File: config.mk
export PLATFORM = sky130hd
export DESIGN_NAME = query_port_arbiter_flat
export DESIGN_NICKNAME = d
export VERILOG_FILES = /design/src/rtl/query_port_arbiter_if.sv /design/src/rtl/query_port_arbiter.sv /design/src/flat_wrapper.sv
export SDC_FILE = /design/constraint.sdc
export NUM_CORES = 1
export LEC_CHECK = 0
export BUFFER_PORTS_ARGS = -buffer_cell sky130_fd_sc_hd__buf_2
export CORE_UTILIZATION = 45
export DETAILED_ROUTE_END_ITERATION = 6
export GPL_TIMING_DRIVEN = 0
export PLACE_DENSITY = 0.79
export SLEW_MARGIN = 30
export SYNTH_ARGS = -nofsm -noshare
export SYNTH_HDL_FRONTEND = slang
export SYNTH_SLANG_ARGS = --single-unit
export TNS_END_PERCENT = 30
File: constraint.sdc
create_clock -name clk -period 2.5 [get_ports clk]
set_input_delay 0.25 -clock clk [delete_from_list [all_inputs] [get_ports clk]]
set_output_delay 0.25 -clock clk [all_outputs]
set_load 0.01 [all_outputs]
File: src/rtl/query_port_arbiter_if.sv
// rtl/query_port_arbiter_if.sv - requester, RAM query and response signals of the query port arbiter
interface query_port_arbiter_if #(
  parameter int NUM_REQ        = 4,
  parameter int READ_NUM_WIDTH = 6
);
  logic [NUM_REQ-1:0]          req_valid;
  logic [6*NUM_REQ-1:0]        req_status;
  logic [7*NUM_REQ-1:0]        req_position;
  logic [READ_NUM_WIDTH*NUM_REQ-1:0] req_read_num;
  logic [NUM_REQ-1:0]          req_ready;
  logic [5:0]                  status_query;
  logic [6:0]                  query_position;
  logic [READ_NUM_WIDTH-1:0]   query_read_num;
  logic [7:0]                  new_read_query;
  logic [NUM_REQ-1:0]          rsp_valid;
  logic [7:0]                  rsp_data;
  logic [6:0]                  rsp_position;
  logic [READ_NUM_WIDTH-1:0]   rsp_read_num;
  logic [1:0]                  inflight;

  modport master (
    output req_valid, req_status, req_position, req_read_num, new_read_query,
    input  req_ready, status_query, query_position, query_read_num,
           rsp_valid, rsp_data, rsp_position, rsp_read_num, inflight
  );

  modport slave (
    input  req_valid, req_status, req_position, req_read_num, new_read_query,
    output req_ready, status_query, query_position, query_read_num,
           rsp_valid, rsp_data, rsp_position, rsp_read_num, inflight
  );
endinterface

File: src/rtl/query_port_arbiter.sv
// rtl/query_port_arbiter.sv - round-robin sharing of the RAM read-query port with tagged response routing
module query_port_arbiter #(
  parameter int NUM_REQ        = 4,
  parameter int READ_NUM_WIDTH = 6,
  parameter int LATENCY        = 3
) (
  input logic clk,
  input logic reset,
  input logic stall,
  query_port_arbiter_if.slave bus
);
  localparam int IDW = (NUM_REQ > 1) ? $clog2(NUM_REQ) : 1;
  localparam logic [5:0] BUBBLE = 6'b110000;

  logic [NUM_REQ-1:0]        eligible;
  logic                      win_found;
  logic [IDW-1:0]            win_idx;
  logic [IDW-1:0]            cand;
  logic                      grant;
  logic [IDW-1:0]            rr_q, rr_d;

  logic                      v_q   [LATENCY];
  logic [IDW-1:0]            id_q  [LATENCY];
  logic [6:0]                pos_q [LATENCY];
  logic [READ_NUM_WIDTH-1:0] rn_q  [LATENCY];

  logic                      rsp_fire;
  logic [1:0]                inflight_cnt;

  always_comb begin
    eligible  = '0;
    win_found = 1'b0;
    win_idx   = '0;
    cand      = '0;
    for (int i = 0; i < NUM_REQ; i++) begin
      eligible[i] = bus.req_valid[i] && (bus.req_status[6*i +: 6] != BUBBLE);
    end
    // Search starts just after the last winner, so the last winner has lowest priority.
    for (int k = 1; k <= NUM_REQ; k++) begin
      cand = IDW'((int'(rr_q) + k) % NUM_REQ);
      if (!win_found && eligible[cand]) begin
        win_found = 1'b1;
        win_idx   = cand;
      end
    end
  end

  assign grant = win_found && !stall && !reset;
  assign rr_d  = grant ? win_idx : rr_q;

  assign bus.req_ready      = grant ? (NUM_REQ'(1) << win_idx) : '0;
  assign bus.status_query   = grant ? bus.req_status[6*win_idx +: 6] : BUBBLE;
  assign bus.query_position = grant ? bus.req_position[7*win_idx +: 7] : 7'd0;
  assign bus.query_read_num = grant ? bus.req_read_num[READ_NUM_WIDTH*win_idx +: READ_NUM_WIDTH]
                                    : '0;

  // Shadow pipeline mirrors the RAM's extraction stages, including its stall behaviour.
  always_ff @(posedge clk) begin
    if (reset) begin
      rr_q <= IDW'(NUM_REQ - 1);
      for (int s = 0; s < LATENCY; s++) begin
        v_q[s]   <= 1'b0;
        id_q[s]  <= '0;
        pos_q[s] <= '0;
        rn_q[s]  <= '0;
      end
    end else if (!stall) begin
      rr_q     <= rr_d;
      v_q[0]   <= grant;
      id_q[0]  <= win_idx;
      pos_q[0] <= bus.query_position;
      rn_q[0]  <= bus.query_read_num;
      for (int s = 1; s < LATENCY; s++) begin
        v_q[s]   <= v_q[s-1];
        id_q[s]  <= id_q[s-1];
        pos_q[s] <= pos_q[s-1];
        rn_q[s]  <= rn_q[s-1];
      end
    end
  end

  assign rsp_fire = v_q[LATENCY-1] && !stall && !reset;

  assign bus.rsp_valid    = rsp_fire ? (NUM_REQ'(1) << id_q[LATENCY-1]) : '0;
  assign bus.rsp_data     = rsp_fire ? bus.new_read_query : 8'hFF;
  assign bus.rsp_position = rsp_fire ? pos_q[LATENCY-1] : 7'd0;
  assign bus.rsp_read_num = rsp_fire ? rn_q[LATENCY-1] : '0;

  always_comb begin
    inflight_cnt = '0;
    for (int s = 0; s < LATENCY; s++) begin
      inflight_cnt = inflight_cnt + 2'(v_q[s]);
    end
  end

  assign bus.inflight = inflight_cnt;
endmodule

File: src/flat_wrapper.sv
// flat-port wrapper written by rule: the top's interface ports become plain ports
module query_port_arbiter_flat 
#(
  parameter int NUM_REQ        = 4,
  parameter int READ_NUM_WIDTH = 6,
  parameter int LATENCY        = 3
)
  (clk, reset, stall, bus_req_valid, bus_req_status, bus_req_position, bus_req_read_num, bus_new_read_query, bus_req_ready, bus_status_query, bus_query_position, bus_query_read_num, bus_rsp_valid, bus_rsp_data, bus_rsp_position, bus_rsp_read_num, bus_inflight);
  query_port_arbiter_if #(.NUM_REQ(NUM_REQ), .READ_NUM_WIDTH(READ_NUM_WIDTH)) bus_i ();
  input logic clk;
  input logic reset;
  input logic stall;
  input wire logic [$bits(bus_i.req_valid)-1:0] bus_req_valid;
  input wire logic [$bits(bus_i.req_status)-1:0] bus_req_status;
  input wire logic [$bits(bus_i.req_position)-1:0] bus_req_position;
  input wire logic [$bits(bus_i.req_read_num)-1:0] bus_req_read_num;
  input wire logic [$bits(bus_i.new_read_query)-1:0] bus_new_read_query;
  output wire logic [$bits(bus_i.req_ready)-1:0] bus_req_ready;
  output wire logic [$bits(bus_i.status_query)-1:0] bus_status_query;
  output wire logic [$bits(bus_i.query_position)-1:0] bus_query_position;
  output wire logic [$bits(bus_i.query_read_num)-1:0] bus_query_read_num;
  output wire logic [$bits(bus_i.rsp_valid)-1:0] bus_rsp_valid;
  output wire logic [$bits(bus_i.rsp_data)-1:0] bus_rsp_data;
  output wire logic [$bits(bus_i.rsp_position)-1:0] bus_rsp_position;
  output wire logic [$bits(bus_i.rsp_read_num)-1:0] bus_rsp_read_num;
  output wire logic [$bits(bus_i.inflight)-1:0] bus_inflight;
  assign bus_i.req_valid = bus_req_valid;
  assign bus_i.req_status = bus_req_status;
  assign bus_i.req_position = bus_req_position;
  assign bus_i.req_read_num = bus_req_read_num;
  assign bus_i.new_read_query = bus_new_read_query;
  assign bus_req_ready = bus_i.req_ready;
  assign bus_status_query = bus_i.status_query;
  assign bus_query_position = bus_i.query_position;
  assign bus_query_read_num = bus_i.query_read_num;
  assign bus_rsp_valid = bus_i.rsp_valid;
  assign bus_rsp_data = bus_i.rsp_data;
  assign bus_rsp_position = bus_i.rsp_position;
  assign bus_rsp_read_num = bus_i.rsp_read_num;
  assign bus_inflight = bus_i.inflight;
  query_port_arbiter #(.NUM_REQ(NUM_REQ), .READ_NUM_WIDTH(READ_NUM_WIDTH), .LATENCY(LATENCY)) u_core (.clk(clk), .reset(reset), .stall(stall), .bus(bus_i));
endmodule
==> results.cfg <==
[run_status]
status = complete, but fails checks
failed_checks = negative setup slack

[floorplan]
dieArea_mm2 = 0.00668
die_y_um = 81.8
ioPinCount = 141
rows = 28
floorplan.initialDensity_pct = 47.5
die_x_um = 81.8
core_area_mm2 = 0.00603

[detailed_routing]
drt_pass1_iterations = 4
wl_mm = 7.20
postRouteAntennaNets = 0
wl_met3_um = 580
wl_per_cell_um = 15.0
dr_total_vias = 2586
route.met2.wl_mm = 3.66
drc = 0
met1_length_mm = 2.86
top_layer_used = met4
drt_iter0_markers = 84
vias_per_cell = 5.38

[global_routing]
grt_usage_pct = 20.4
antenna_found_initial = 0
grt_max_degree = 49
grt_pass1_wl_mm = 10.3
grt_overflow = 0
grt_pass1_vias = 2327

[yosys]
netlist.area_leader.share_pct = 50.3
ys_seq_area_share_pct = 51.7
ys.flop_type = edfxtp_1
syn_area_mm2 = 0.00286
synth_warnings = 0
synth.distinct_cells = 44
synth_fp_nets = 336
ys_top_cells_by_area = edfxtp_1 (50%), mux2i_1 (12%), and2_1 (7.4%)
syn_area_per_cell_um2 = 11.7
syn_inst = 244
synth-edff-count = 48
ys_ff_latch = 50
synth.largest_area_cell = edfxtp_1
async_flop_share_pct = 0

[clocking]
postCtsHoldBufs = 0
cts_root_buffer = clkbuf_8
htreeDepth = 2
cts_buffers = 5
clk_pin_slew_ps = 80
worstSkewPairLatency_ps = 290
cts_buffer_depth = 2
clock_sinks = 50
cts_tree = built

[worst_setup_path]
worst-path-buf-inv = 4
r2r_cells = 6
cp_max_fo = 4
cp.arrival_ps = 2370
worstSetupEndpointType = output port
ff2ff_setup_slack_ps = 410
critical-path-top-delay-family = compound AO/OA/AOI/OAI gates
slowest_stage = or4_4
cp_common_cell = buf_6
critPathKind = in -> out
cp-startpoint = bus_req_status[19]
r2r-start = u_core.rr_q[1]
cp-start-kind = input pin
cp.required_ps = 2250
cp_cell_sequence = buf_6 -> or4_4 -> o21ai_4 -> nor2_4 -> o31ai_4 -> buf_6 -> buf_12 -> mux2_4 -> a221o_1 -> buf_2
r2r-end = u_core.pos_q[0][0]
path_depth = 10
slowest_delay_ps = 550
cp-endpoint = bus_status_query[5]

[power_and_ir_drop]
leakage_nw = 2.00
power.total_w = 0.00207
p_per_area_mw_per_mm2 = 495
irDropWorstVdd_v = 0.000249

[finish]
final_nets = 498
fillCellCount = 437
final_common_cell = buf_2
diodes = 0
area_growth_pct = 46.1
drive_gt1_share_pct = 53.0
final_cell_mix = buf_2 (138), edfxtp_1 (48), and2_1 (34)
fin_cells = 481

[timing]
fin_skew_ps = 7.63
fin_crit_sh_pct = 105
fin_ws_ps = -119
slew_headroom_pct = 60.7
tightest_slew_ps = 589
min_period_ps = 2620
slew_violations = 0
fin_hold_ws_ps = 305
setup_viol = 18
fmax_ghz = 0.382
rsz0062_at_grt = true
tns_ps = -545
hold_viol_final = 0

[place]
dp_cells = 459
dp_hpwl_mm = 5.08
portBuffers = 140
gp_congestion = 0.785

[job]
drv_cap = 0

[worst_hold_path]
hp-class = in -> reg
-- metrics by stage --
step | util [%] | instance area (um^2) | setup slack [ps]
after floorplan | - | 2860 | 188
final | 69.4 | 4180 | -119
after detailed placement | 60.8 | 3660 | -294
after global routing | 69.4 | 4180 | -159
after global placement | 60.7 | 3660 | -214
after CTS | 64.9 | 3910 | -86.6
-- per-layer routing --
layer | up-vias | track usage, %
li1 | 1251 | -
met5 | - | 0
met2 | 159 | 37.3
met4 | 0 | 6.32
met3 | 12 | 4.78
met1 | 1164 | 23.5
-- power by group --
part / switching, W / internal, W / leakage, nW
clock network: 0.000225 / 0.000193 / 0.0383
logic: 0.000306 / 0.000329 / 1.41
registers: 0.0000247 / 0.000993 / 0.547
total: 0.000556 / 0.00151 / 2.00
-- area by class of cell --
cell class,instances,area [um^2],area share [%]
well taps,75,93.8,2.24
plain buffers,17,155,3.71
inverters,5,18.8,0.449
clock buffers,7,76.3,1.82
repair buffers,155,911,21.8
flip-flops and latches,50,1480,35.4
multi-input cells,172,1450,34.5
-- worst min-delay path by stage --
stage                                  start                   to  slack, ps  depth (start not counted)
after floorplan                        reset       u_core.rr_q[0]        380                          2
after global placement     u_core.id_q[0][1]    u_core.id_q[0][3]        500                          1
after detailed placement  u_core.pos_q[0][8]  u_core.pos_q[0][15]        500                          1
after CTS                              reset       u_core.rr_q[0]        260                          3
after global routing                   reset       u_core.rr_q[1]        300                          3
final                                  reset       u_core.rr_q[1]        300                          3
-- worst register-to-register path, delay by kind of cell (launching register included) --
family	cells	cell delay, ps
AND/OR/NAND/NOR	2	400
flip-flops	1	460
AO/OA/AOI/OAI	3	750
buffers and inverters	1	240
-- cell families (layout without fill, tap and decap cells) --
group	count (synthesis)	count (layout)	synth area share (%)
AOI/OAI and AO/OA	47	47	11.8
adders and majority gates	1	1	0.699
buffers and inverters	22	184	4.06
DFF	50	50	51.7
muxes	37	37	13.1
and+or+nand+nor	87	87	18.7
-- Yosys cell counts (2+ instances only) --
cell / number
and2_1: 34
and3_1: 14
buf_2: 6
buf_4: 2
clkbuf_1: 7
dfxtp_1: 2
edfxtp_1: 48
inv_1: 3
inv_2: 2
mux2_1: 3
mux2i_1: 34
nand2_1: 7
nand2b_1: 3
nor2_1: 6
nor3_1: 2
nor3b_1: 2
nor4_1: 2
o21ai_0: 2
o21ai_1: 3
o22ai_1: 30
or2_2: 8
or4_1: 2
-- registers in the layout, summed over array words and instances (netlist names) --
name	flops
u_core.rr_q	2
u_core.id_q	6
u_core.rn_q	18
u_core.v_q	3
u_core.pos_q	21
-- timing repair --
item / in CTS / in global routing
endpoints found under the hold margin: 0 / 0
pin swaps: 8 / 11
setup buffers: 5 / 8
cloned: 0 / 3
setup endpoints to repair: 22 / 20
gates resized for setup: 28 / 32
Note: power is estimated with default switching activity, not from simulation.
